### src/rtl/minv_pkg.sv
// Shared MINV definitions: result geometry and the unloader FSM state type.
// Latency: n/a (types and constants only).
// Backpressure: n/a.
package minv_pkg;

    localparam int MINV_W      = 256;
    localparam int MINV_WORD_W = 16;
    localparam int MINV_NWORDS = 16;

    typedef enum logic {
        ST_IDLE = 1'b0,
        ST_SEND = 1'b1
    } minv_state_t;

endpackage

### src/rtl/minv_rise_det.sv
// Level-to-pulse rising-edge detector (registered history bit).
// Latency: rise is combinational from lvl against last cycle's registered lvl.
// Backpressure: none.
//   clk, rst_n : clock, async active-low reset (history clears to 0)
//   lvl        : level input
//   rise       : high while lvl=1 and lvl was 0 at the previous edge
module minv_rise_det (
    input  logic clk,
    input  logic rst_n,
    input  logic lvl,
    output logic rise
);

    logic lvl_d;

    always_ff @(posedge clk or negedge rst_n) begin
        if (!rst_n) begin
            lvl_d <= 1'b0;
        end else begin
            lvl_d <= lvl;
        end
    end

    // History resets to 0, so a level already high at reset release
    // reads as a rise on the first clock.
    assign rise = lvl & ~lvl_d;

endmodule

### src/rtl/minv_result_unloader.sv
// Drains the captured 256-bit MINV result as NWORDS stream words, LS word first.
// Latency: minv_rdy rise sampled at edge N -> word 0 valid from edge N.
// Backpressure: valid/ready; word, valid and last hold until the handshake.
//   u, minv_flag    : result and no-inverse flag, sampled on capture only
//   minv_rdy        : datapath done level; its rising edge starts a frame
//   dataout/dout_*  : output word stream (valid, ready, last)
//   no_inv          : captured minv_flag, held until the next capture
//   busy            : frame in flight
//   xfer_done       : one-cycle pulse after the final handshake
//   overrun         : one-cycle pulse when a minv_rdy rise is discarded
module minv_result_unloader
    import minv_pkg::*;
#(
    parameter int WORD_W = MINV_WORD_W,
    parameter int NWORDS = MINV_NWORDS
) (
    input  logic              clk,
    input  logic              rst_n,
    input  logic [MINV_W-1:0] u,
    input  logic              minv_flag,
    input  logic              minv_rdy,
    output logic [WORD_W-1:0] dataout,
    output logic              dout_valid,
    input  logic              dout_ready,
    output logic              dout_last,
    output logic              no_inv,
    output logic              busy,
    output logic              xfer_done,
    output logic              overrun
);

    localparam int                CNT_W    = $clog2(NWORDS);
    localparam logic [CNT_W-1:0]  CNT_LAST = CNT_W'(NWORDS - 1);

    minv_state_t       state, state_nxt;
    logic [MINV_W-1:0] sreg, sreg_nxt;
    logic [CNT_W-1:0]  cnt, cnt_nxt;
    logic              no_inv_nxt;
    logic              valid_nxt;
    logic              last_nxt;
    logic              xfer_done_nxt;
    logic              overrun_nxt;
    logic              rdy_rise;
    logic              hs;

    minv_rise_det u_rise_det (
        .clk   (clk),
        .rst_n (rst_n),
        .lvl   (minv_rdy),
        .rise  (rdy_rise)
    );

    assign hs = dout_valid & dout_ready;

    always_comb begin
        state_nxt     = state;
        sreg_nxt      = sreg;
        cnt_nxt       = cnt;
        no_inv_nxt    = no_inv;
        valid_nxt     = dout_valid;
        last_nxt      = dout_last;
        xfer_done_nxt = 1'b0;
        overrun_nxt   = 1'b0;

        case (state)
            ST_IDLE: begin
                if (rdy_rise) begin
                    sreg_nxt   = u;
                    no_inv_nxt = minv_flag;
                    cnt_nxt    = '0;
                    valid_nxt  = 1'b1;
                    last_nxt   = (CNT_LAST == '0);
                    state_nxt  = ST_SEND;
                end
            end
            ST_SEND: begin
                // Any new result arriving mid-frame is dropped, including one
                // that coincides with the final handshake.
                overrun_nxt = rdy_rise;
                if (hs) begin
                    // Shift on the final word too so dataout idles at zero.
                    sreg_nxt = sreg >> WORD_W;
                    if (cnt == CNT_LAST) begin
                        cnt_nxt       = '0;
                        valid_nxt     = 1'b0;
                        last_nxt      = 1'b0;
                        xfer_done_nxt = 1'b1;
                        state_nxt     = ST_IDLE;
                    end else begin
                        cnt_nxt  = cnt + CNT_W'(1);
                        last_nxt = ((cnt + CNT_W'(1)) == CNT_LAST);
                    end
                end
            end
            default: begin
                state_nxt = ST_IDLE;
            end
        endcase
    end

    always_ff @(posedge clk or negedge rst_n) begin
        if (!rst_n) begin
            state      <= ST_IDLE;
            sreg       <= '0;
            cnt        <= '0;
            no_inv     <= 1'b0;
            dout_valid <= 1'b0;
            dout_last  <= 1'b0;
            xfer_done  <= 1'b0;
            overrun    <= 1'b0;
        end else begin
            state      <= state_nxt;
            sreg       <= sreg_nxt;
            cnt        <= cnt_nxt;
            no_inv     <= no_inv_nxt;
            dout_valid <= valid_nxt;
            dout_last  <= last_nxt;
            xfer_done  <= xfer_done_nxt;
            overrun    <= overrun_nxt;
        end
    end

    assign dataout = sreg[WORD_W-1:0];
    // Capture enters SEND directly, so "frame in flight" is exactly dout_valid.
    assign busy    = dout_valid;

endmodule

### config.mk
export PLATFORM = sky130hd
export DESIGN_NAME = minv_result_unloader
export DESIGN_NICKNAME = d
export VERILOG_FILES = /design/src/rtl/minv_pkg.sv /design/src/rtl/minv_rise_det.sv /design/src/rtl/minv_result_unloader.sv
export SDC_FILE = /design/constraint.sdc
export NUM_CORES = 1
export LEC_CHECK = 0
export ABC_AREA = 1
export BUFFER_PORTS_ARGS = -buffer_cell sky130_fd_sc_hd__buf_2
export CORE_MARGIN = 10
export CORE_UTILIZATION = 55
export DETAILED_ROUTE_END_ITERATION = 12
export GPL_TIMING_DRIVEN = 0
export PLACE_DENSITY = 0.8
export SLEW_MARGIN = 25
export SYNTH_ARGS = -nofsm -noshare
export SYNTH_HDL_FRONTEND = slang
export SYNTH_SLANG_ARGS = --single-unit
### constraint.sdc
create_clock -name clk -period 2.8 [get_ports clk]
set_clock_uncertainty 0.1 [all_clocks]
set_input_delay 0.56 -clock clk [delete_from_list [all_inputs] [get_ports clk]]
set_output_delay 0.56 -clock clk [all_outputs]
set_load 0.005 [all_outputs]
==> metrics.md, run 1 <==
| Metric | Value |
|---|---|
| Via density per instance | `5.38` |
| DP Wirelength | `27,700 um` |
| DP Worst Slack | `0.979 ns` |
| Die H | `174 um` |
| Sequential element share of the synthesized area | `51.4%` |
| Seq pwr share | `46.1%` |
| Htree depth | `1` |
| Logic gate share of total power | `3.6%` |
| Switch Pwr | `0.00171 W` |
| CP max-delay cell | `dfrtp_1` |
| Drc violations | `0` |
| Hold Fails Final Rpt | `0` |
| P per Cell Area | `525 nW/um2` |
| Num CTS Buffers | `29` |
| Clock buffer depth | `3` |
| Setup ws final | `0.897 ns` |
| Status | `complete, no violations` |
| # port buffers | `282` |
| Slew Limit Fails | `0` |
| Cell Chain, Critical Path | `buf_4 > buf_2` |
| Clock network power share | `50.3%` |
| Die area | `30,200 um2` |
| Hold Crit Class | `in -> reg` |
| Clock-pin slew on the worst setup and hold paths | `0.06 ns` |
| Detail Route Antenna Nets | `0` |
| Critical Path End Type | `primary output` |
| RSZ-0062 raised after global routing | `no` |
| Gr usage total | `23.7%` |
| Switching Fraction | `20.4%` |
| CP bufs+invs | `2` |
| Tightest Pin Transition | `0.559 ns` |
| Nets | `2,053` |
| First-pass GRT wire length | `59,600 um` |
| Fin crit period | `1.90 ns` |
| Share of cells above drive strength 1 | `27.3%` |
| FP Rows | `56` |
| Post-Syn Instances | `1,473` |
| FF+latch count, synth | `267` |
| Internal power | `0.00667 W` |
| Syn avg cell area | `8.83 um2` |
| Pin count of the biggest net entering global routing | `91` |
| Final Cycle Share | `68.0%` |
| Worst path top cell family by delay | `flip-flops` |
| Leakage | `9.38 nW` |
| CTS Root Cell | `clkbuf_16` |
| Setup violators final | `0` |
| Syn_nets | `1,736` |
| Core area | `23,400 um2` |
| Setup TNS | `0 ns` |
| Detailed-route via count | `11,500` |
| Slew headroom | `62.7%` |
| Initial DRC Count | `1,036` |
| Worst VDD drop | `0.497 mV` |
| CP max stage delay | `0.44 ns` |
| GPL Wtd Cong | `0.898` |
| DR pass1 iterations | `6` |
| Startpoint types | `register` |
| Ports | `283` |
| Synth-to-layout area growth | `22.8%` |
| CP Data Arrival Time | `1.24 ns` |
| Gr ovfl total | `0` |
| Vias in the first global route | `11,800` |
| Synth warn | `0` |
| Synthesized area | `13,000 um2` |
| Max Cap Violations | `0` |
| Total design power | `0.00838 W` |
| X dimension of the die | `174 um` |
| PostCTS Resize Cnt | `0` |
| TritonCTS Sinks | `267` |
| Worst-path maximum fanout | `4` |
| DR WL/cell | `17.4 um` |
| Hold_ws | `0.0978 ns` |
| Clk_lat worst skew | `0.53 ns` |
| Final wirelength | `37,100 um` |
| Critical path data required time | `2.14 ns` |
| Initial antenna violation count | `1` |
| Starting Density | `55.6%` |
| Post-synthesis cell type count | `24` |
| Fmax | `525 MHz` |
| Kind of critical path | `reg -> out` |
| CTS tree | `done` |
| Fill count | `1,942` |
## power groups by stage
stage	logic [W]	registers, W	clock network [W]
finish	0.000306	0.00386	0.00421
global route	0.000332	0.00386	0.00444
floorplan	0.00000156	0.00393	0
detailed placement	0.000303	0.00393	0
global placement	0.000290	0.00393	0
CTS	0.000307	0.00386	0.00427
## flip-flops by register name, summed over array words and instances (netlist names)
register          cells
busy                  1
cnt                   4
dout_last             1
no_inv                1
overrun               1
sreg                256
state                 1
u_rise_det.lvl_d      1
xfer_done             1
## synth_stat cells
cell type	number	area [um2]
o22ai_1	2	12.5
ha_1	2	25.0
o21ai_0	20	100
buf_2	12	60.1
xnor2_1	1	8.76
o211ai_1	224	1680
dfrtp_1	267	6680
nand3_1	2	10.0
nand3_4	1	17.5
buf_1	2	7.51
inv_4	2	12.5
nor2_1	4	15.0
or2_2	85	532
nand2_4	1	11.3
buf_6	24	270
clkinv_1	1	3.75
clkbuf_1	47	176
nand4_1	1	6.26
inv_1	23	86.3
buf_4	40	300
or2_1	122	763
nand2_1	588	2210
nand3_2	1	10.0
a21oi_1	1	5.00
## final timing paths
check,from,endpoint,slack (ns),cells after the start
min,minv_rdy,u_rise_det.lvl_d,0.1,1
min in group asynchronous,rst_n,sreg[5],0.44,2
max in group asynchronous,rst_n,sreg[143],1.12,4
min reg2reg,sreg[114],sreg[114],0.37,2
max reg2reg,state,sreg[214],0.94,6
max,busy,dout_valid,0.90,2
## cell type report
type | instances | area, um2 | share of cell area [%]
Clock buffer | 38 | 769 | 4.82
Sequential cell | 267 | 6680 | 41.8
Timing Repair Buffer | 286 | 1510 | 9.48
Multi-Input combinational cell | 1055 | 5410 | 33.8
Buffer | 125 | 815 | 5.10
Clock inverter | 14 | 282 | 1.76
Antenna cell | 1 | 2.50 | 0.0157
Inverter | 26 | 103 | 0.642
Tap cell | 319 | 399 | 2.50
## logic make-up after synthesis
kind of cell,Yosys count,share of synthesized area [%]
AO/OA/AOI/OAI,247,13.8
XOR/XNOR,1,0.0674
adder cells (fa/ha/maj),2,0.192
buffers and inverters,151,7.05
flip-flops,267,51.4
AND/OR/NAND/NOR,805,27.5
## layer usage
| metal | track usage (%) | wire [um] | up-vias |
|---|---|---|---|
| met2 | 39.7 | 17900 | 432 |
| met4 | 6.48 | 1010 | 0 |
| met1 | 30.8 | 15600 | 5520 |
| li1 | - | - | 5452 |
| met3 | 4.44 | 2580 | 64 |
| met5 | 0 | 0 | - |
## cell usage in the layout, fill, tap and decap left out, drive strengths merged
master	instances
xnor2	1
nor2	4
o21ai	20
dlygate4sd3	1
clkinvlp	3
buf	363
a21oi	1
nand2	589
clkbuf	85
o22ai	2
nand4	1
o211ai	224
clkinv	3
nand3	4
ha	2
inv	26
or2	207
diode	1
bufinv	8
dfrtp	267
## stage by stage
| stage | utilization [%] | instances | instance area (um2) |
|---|---|---|---|
| finish | 68.2 | 2131 | 16000 |
| global route | 68.2 | 2131 | 16000 |
| CTS | 68.2 | 2130 | 16000 |
| detailed placement | 63.7 | 2077 | 14900 |
| global placement | 63.3 | 2074 | 14800 |
| floorplan | - | 1473 | 13000 |
## repair_timing
item	CTS	global route
endpoints found under the setup margin	0	0
setup buffers	0	0
hold endpoints to repair	41	0
hold buffers	1	0
## worst reg2reg max path, cell delays in order, from the launching register on
cell and delay (ns):
dfrtp_1 0.32, buf_4 0.16, buf_2 0.27, clkbuf_1 0.48, nand2_1 0.17, o211ai_1 0.15, nand2_1 0.08
Power figures use the tool's default switching activity.
==> run 2, diff against run 1 <==
--- a/config.mk
+++ b/config.mk
@@ -5,13 +5,13 @@
 export SDC_FILE = /design/constraint.sdc
 export NUM_CORES = 1
 export LEC_CHECK = 0
-export ABC_AREA = 1
+export ABC_AREA = 0
 export BUFFER_PORTS_ARGS = -buffer_cell sky130_fd_sc_hd__buf_2
 export CORE_MARGIN = 10
-export CORE_UTILIZATION = 55
+export CORE_UTILIZATION = 54
 export DETAILED_ROUTE_END_ITERATION = 12
 export GPL_TIMING_DRIVEN = 0
-export PLACE_DENSITY = 0.8
+export PLACE_DENSITY = 0.79
 export SLEW_MARGIN = 25
 export SYNTH_ARGS = -nofsm -noshare
 export SYNTH_HDL_FRONTEND = slang
==> constraint.sdc (replaced) <==
create_clock -name clk -period 1.87 [get_ports clk]
set_clock_uncertainty 0.1 [all_clocks]
set_input_delay 0.374 -clock clk [delete_from_list [all_inputs] [get_ports clk]]
set_output_delay 0.374 -clock clk [all_outputs]
set_load 0.005 [all_outputs]
==> run 2 against run 1 <==
Against the previous run:
- die area decreased by 2.5%
- design area decreased by 2.0%
- cell count decreased by 15%
- synthesized cell count decreased by 21%
- global-route usage increased by 1.1 points
- critical path depth increased by 3
- utilization increased by 0.89 points
- sequential power increased by 120%
- highest routed layer unchanged
==> metrics.md, run 2 <==
| Metric | Value |
|---|---|
| Status | `complete, no violations` |
| Final non-filler cell area | `15,700 um2 (-2.0%)` |
| Htree depth | `1 (unchanged)` |
| Die H | `172 um (-1.3%)` |
| Slew Limit Fails | `0 (unchanged)` |
| Synthesized area | `12,400 um2 (-4.6%)` |
| TritonCTS Sinks | `267 (unchanged)` |
| P per Cell Area | `1260 nW/um2 (+140%)` |
| Detail Route Antenna Nets | `0 (unchanged)` |
| Num CTS Buffers | `28 (-3.4%)` |
| Kind of critical path | `reg -> reg` |
| Initial antenna violation count | `3 (+2)` |
| First-pass GRT wire length | `58,700 um (-1.5%)` |
| Gr ovfl total | `0 (unchanged)` |
| Largest regs | `sreg x256, cnt x4` |
| CP max stage delay | `0.43 ns (about the same)` |
| X dimension of the die | `172 um (-1.3%)` |
| Drc violations | `0 (unchanged)` |
| Core Util, Final | `69.1% (+0.89 points)` |
| Total design power | `0.0197 W (+140%)` |
| Final wirelength | `37,400 um (+0.96%)` |
| Max Cap Violations | `0 (unchanged)` |
| CTS tree | `done` |
| Critical path data required time | `2.19 ns (+0.05 ns)` |
| DP Worst Slack | `-0.463 ns (-1.44 ns)` |
| Commonest non-fill, non-tap cell in the layout | `buf_2` |
| Fin crit period | `1.81 ns` |
| Fraction of registers with async set/reset | `100% (unchanged)` |
| FP Rows | `55 (-1.8%)` |
| Clk_lat worst skew | `0.54 ns (about the same)` |
| Tightest Pin Transition | `0.691 ns (+0.132 ns)` |
| Commonest non-fill, non-tap cells in the layout | `buf_2, dfrtp_1, nand3_1, mux2i_1, o21ai_0` |
| Die area | `29,400 um2 (-2.5%)` |
| DP Wirelength | `27,200 um (-1.9%)` |
| Starting Density | `54.8% (-0.79 points)` |
| Clock-pin slew on the worst setup and hold paths | `0.06 ns (about the same)` |
| CTS Root Cell | `clkbuf_16` |
| Final Cycle Share | `97.0%` |
| Synth top cells by count | `dfrtp_1, nand3_1, o21ai_0` |
| Area contributors post-synth | `dfrtp_1, mux2i_1, nand3_1, o21ai_0, clkbuf_1` |
| # port buffers | `282 (unchanged)` |
| Syn avg cell area | `10.7 um2 (+21%)` |
| Fmax | `551 MHz` |
| Nets | `1,760 (-14%)` |
| Synth area leader | `dfrtp_1` |
| Sequential element share of the synthesized area | `53.9% (+2.5 points)` |
| Setup ws final | `0.0560 ns (-0.841 ns)` |
| Max reg flops | `256 (unchanged)` |
| Post-synthesis cell type count | `27 (+13%)` |
| Slew headroom | `53.9% (-8.8 points)` |
| Worst VDD drop | `0.749 mV (+51%)` |
| Reg2Reg Setup Slack | `0.06 ns (-0.88 ns)` |
| Syn_nets | `1,425 (-18%)` |
| Leakage | `8.88 nW (-5.3%)` |
| CP Data Arrival Time | `2.13 ns (+0.89 ns)` |
| Post-Syn Instances | `1,162 (-21%)` |
| DR pass1 iterations | `5 (-1)` |
| Hold Crit Class | `in -> reg` |
| Critical Path End Type | `register` |
| Biggest register | `sreg` |
| Hold Fails Final Rpt | `0 (unchanged)` |
| Vias in the first global route | `11,200 (-4.9%)` |
| Detailed-route via count | `10,700 (-6.6%)` |
| Synth-to-layout area growth | `26.2%` |
| EDFF count, synth | `0 (unchanged)` |
| Via density per instance | `5.93 (+10%)` |
| Synth top area share | `53.9% (+2.5 points)` |
| Crit path top cell by count | `buf_8` |
| CP bufs+invs | `2 (unchanged)` |
| Setup TNS | `0 ns (unchanged)` |
| Startpoint types | `register` |
| CP max-delay cell | `or3b_4` |
| Worst path top cell family by delay | `simple AND/OR/NAND/NOR gates` |
| Area after DPL | `14,200 um2 (-4.5%)` |
| FF+latch count, synth | `267 (unchanged)` |
| Pin count of the biggest net entering global routing | `95 (+4.4%)` |
| Cell Chain, Critical Path | `or3b_4 > and2_4 > buf_8 > buf_8 > a211o_1` |
| Core area | `22,600 um2 (-3.3%)` |
| Most common cell in the netlist | `dfrtp_1` |
| Worst-path maximum fanout | `10 (+6)` |
| Primary FF master, synth | `dfrtp_1` |
| Ports | `283 (unchanged)` |
| Setup violators final | `0 (unchanged)` |
| Synth warn | `0 (unchanged)` |
| GPL Wtd Cong | `0.878 (-2.2%)` |
| DR WL/cell | `20.7 um (+19%)` |
| Initial DRC Count | `929 (-10%)` |
| Gr usage total | `24.7% (+1.1 points)` |
| Share of cells above drive strength 1 | `29.8% (+2.4 points)` |
| Clock buffer depth | `3 (unchanged)` |
==> run 2: changes by cell type in the layout (fill, tap and decap cells not counted), sizes merged, moves of 207 or more <==
cell / before / now
nand3: 4 / 244
o21ai: 20 / 241
or2: 207 / 0
o211ai: 224 / 0
nand2: 589 / 3
mux2i: 0 / 240
==> run 2: area by class of cell <==
class,instances,area [um2]
inverters,2,7.51
diodes,3,7.51
flip-flops and latches,267,6680
fillers,1699,6990
well taps,285,357
repair buffers,307,1730
multi-input cells,765,5160
clock buffers,45,846
plain buffers,126,776
clock inverters,6,83.8
==> run 2: metrics by stage <==
stage	hold WS [ns]	instances
floorplan	-0.0216	1162
global placement	0.358	1729
detailed placement	0.324	1731
CTS	0.0107	1804
global route	0.0243	1806
finish	0.00857	1806
==> run 2: cells by family after synthesis <==
kind of cell | synth area share (%)
flip-flops | 53.9
AO/OA/AOI/OAI | 11.2
AND/OR/NAND/NOR | 10.5
multiplexers | 19.4
buffers and inverters | 4.69
XOR/XNOR | 0.141
adder cells (fa/ha/maj) | 0.202
==> run 2: where the power goes <==
| group | switching, W | internal [W] | leakage (nW) |
|---|---|---|---|
| registers | 0.00109 | 0.00748 | 3.64 |
| clock network | 0.00226 | 0.00335 | 0.456 |
| logic | 0.00310 | 0.00244 | 4.79 |
| total | 0.00645 | 0.0133 | 8.88 |
==> run 2: layer usage <==
layer / vias to the layer above / share of wire (%) / track usage (%)
met2: 468 / 49 / 40.7
met3: 74 / 7.9 / 5.00
met1: 5289 / 41 / 32.3
li1: 4877 / - / -
met4: 0 / 2.5 / 7.49
met5: - / 0 / 0
==> run 2: final timing paths <==
path / startpoint / endpoint / depth (start not counted)
max in group asynchronous: rst_n / sreg[211] / 3
min in group asynchronous: rst_n / sreg[91] / 2
worst max-delay path: state / cnt[3] / 5
worst min-delay path: u[179] / sreg[179] / 3
worst max register to register: state / cnt[3] / 5
worst min register to register: dout_last / dout_last / 1
==> run 2: timing repair <==
action / 4_1_cts / 5_1_grt
pin swaps: 1 / 0
resized for setup: 125 / 124
hold buffers: 19 / 0
hold endpoints to repair: 99 / 0
setup buffers: 3 / 0
setup endpoints to repair: 264 / 247
gates cloned: 1 / 0
==> run 2: tightest hold or removal path, stage by stage <==
cell     delay (ns)
buf_2          0.07
mux2i_1        0.06
o21ai_1        0.11
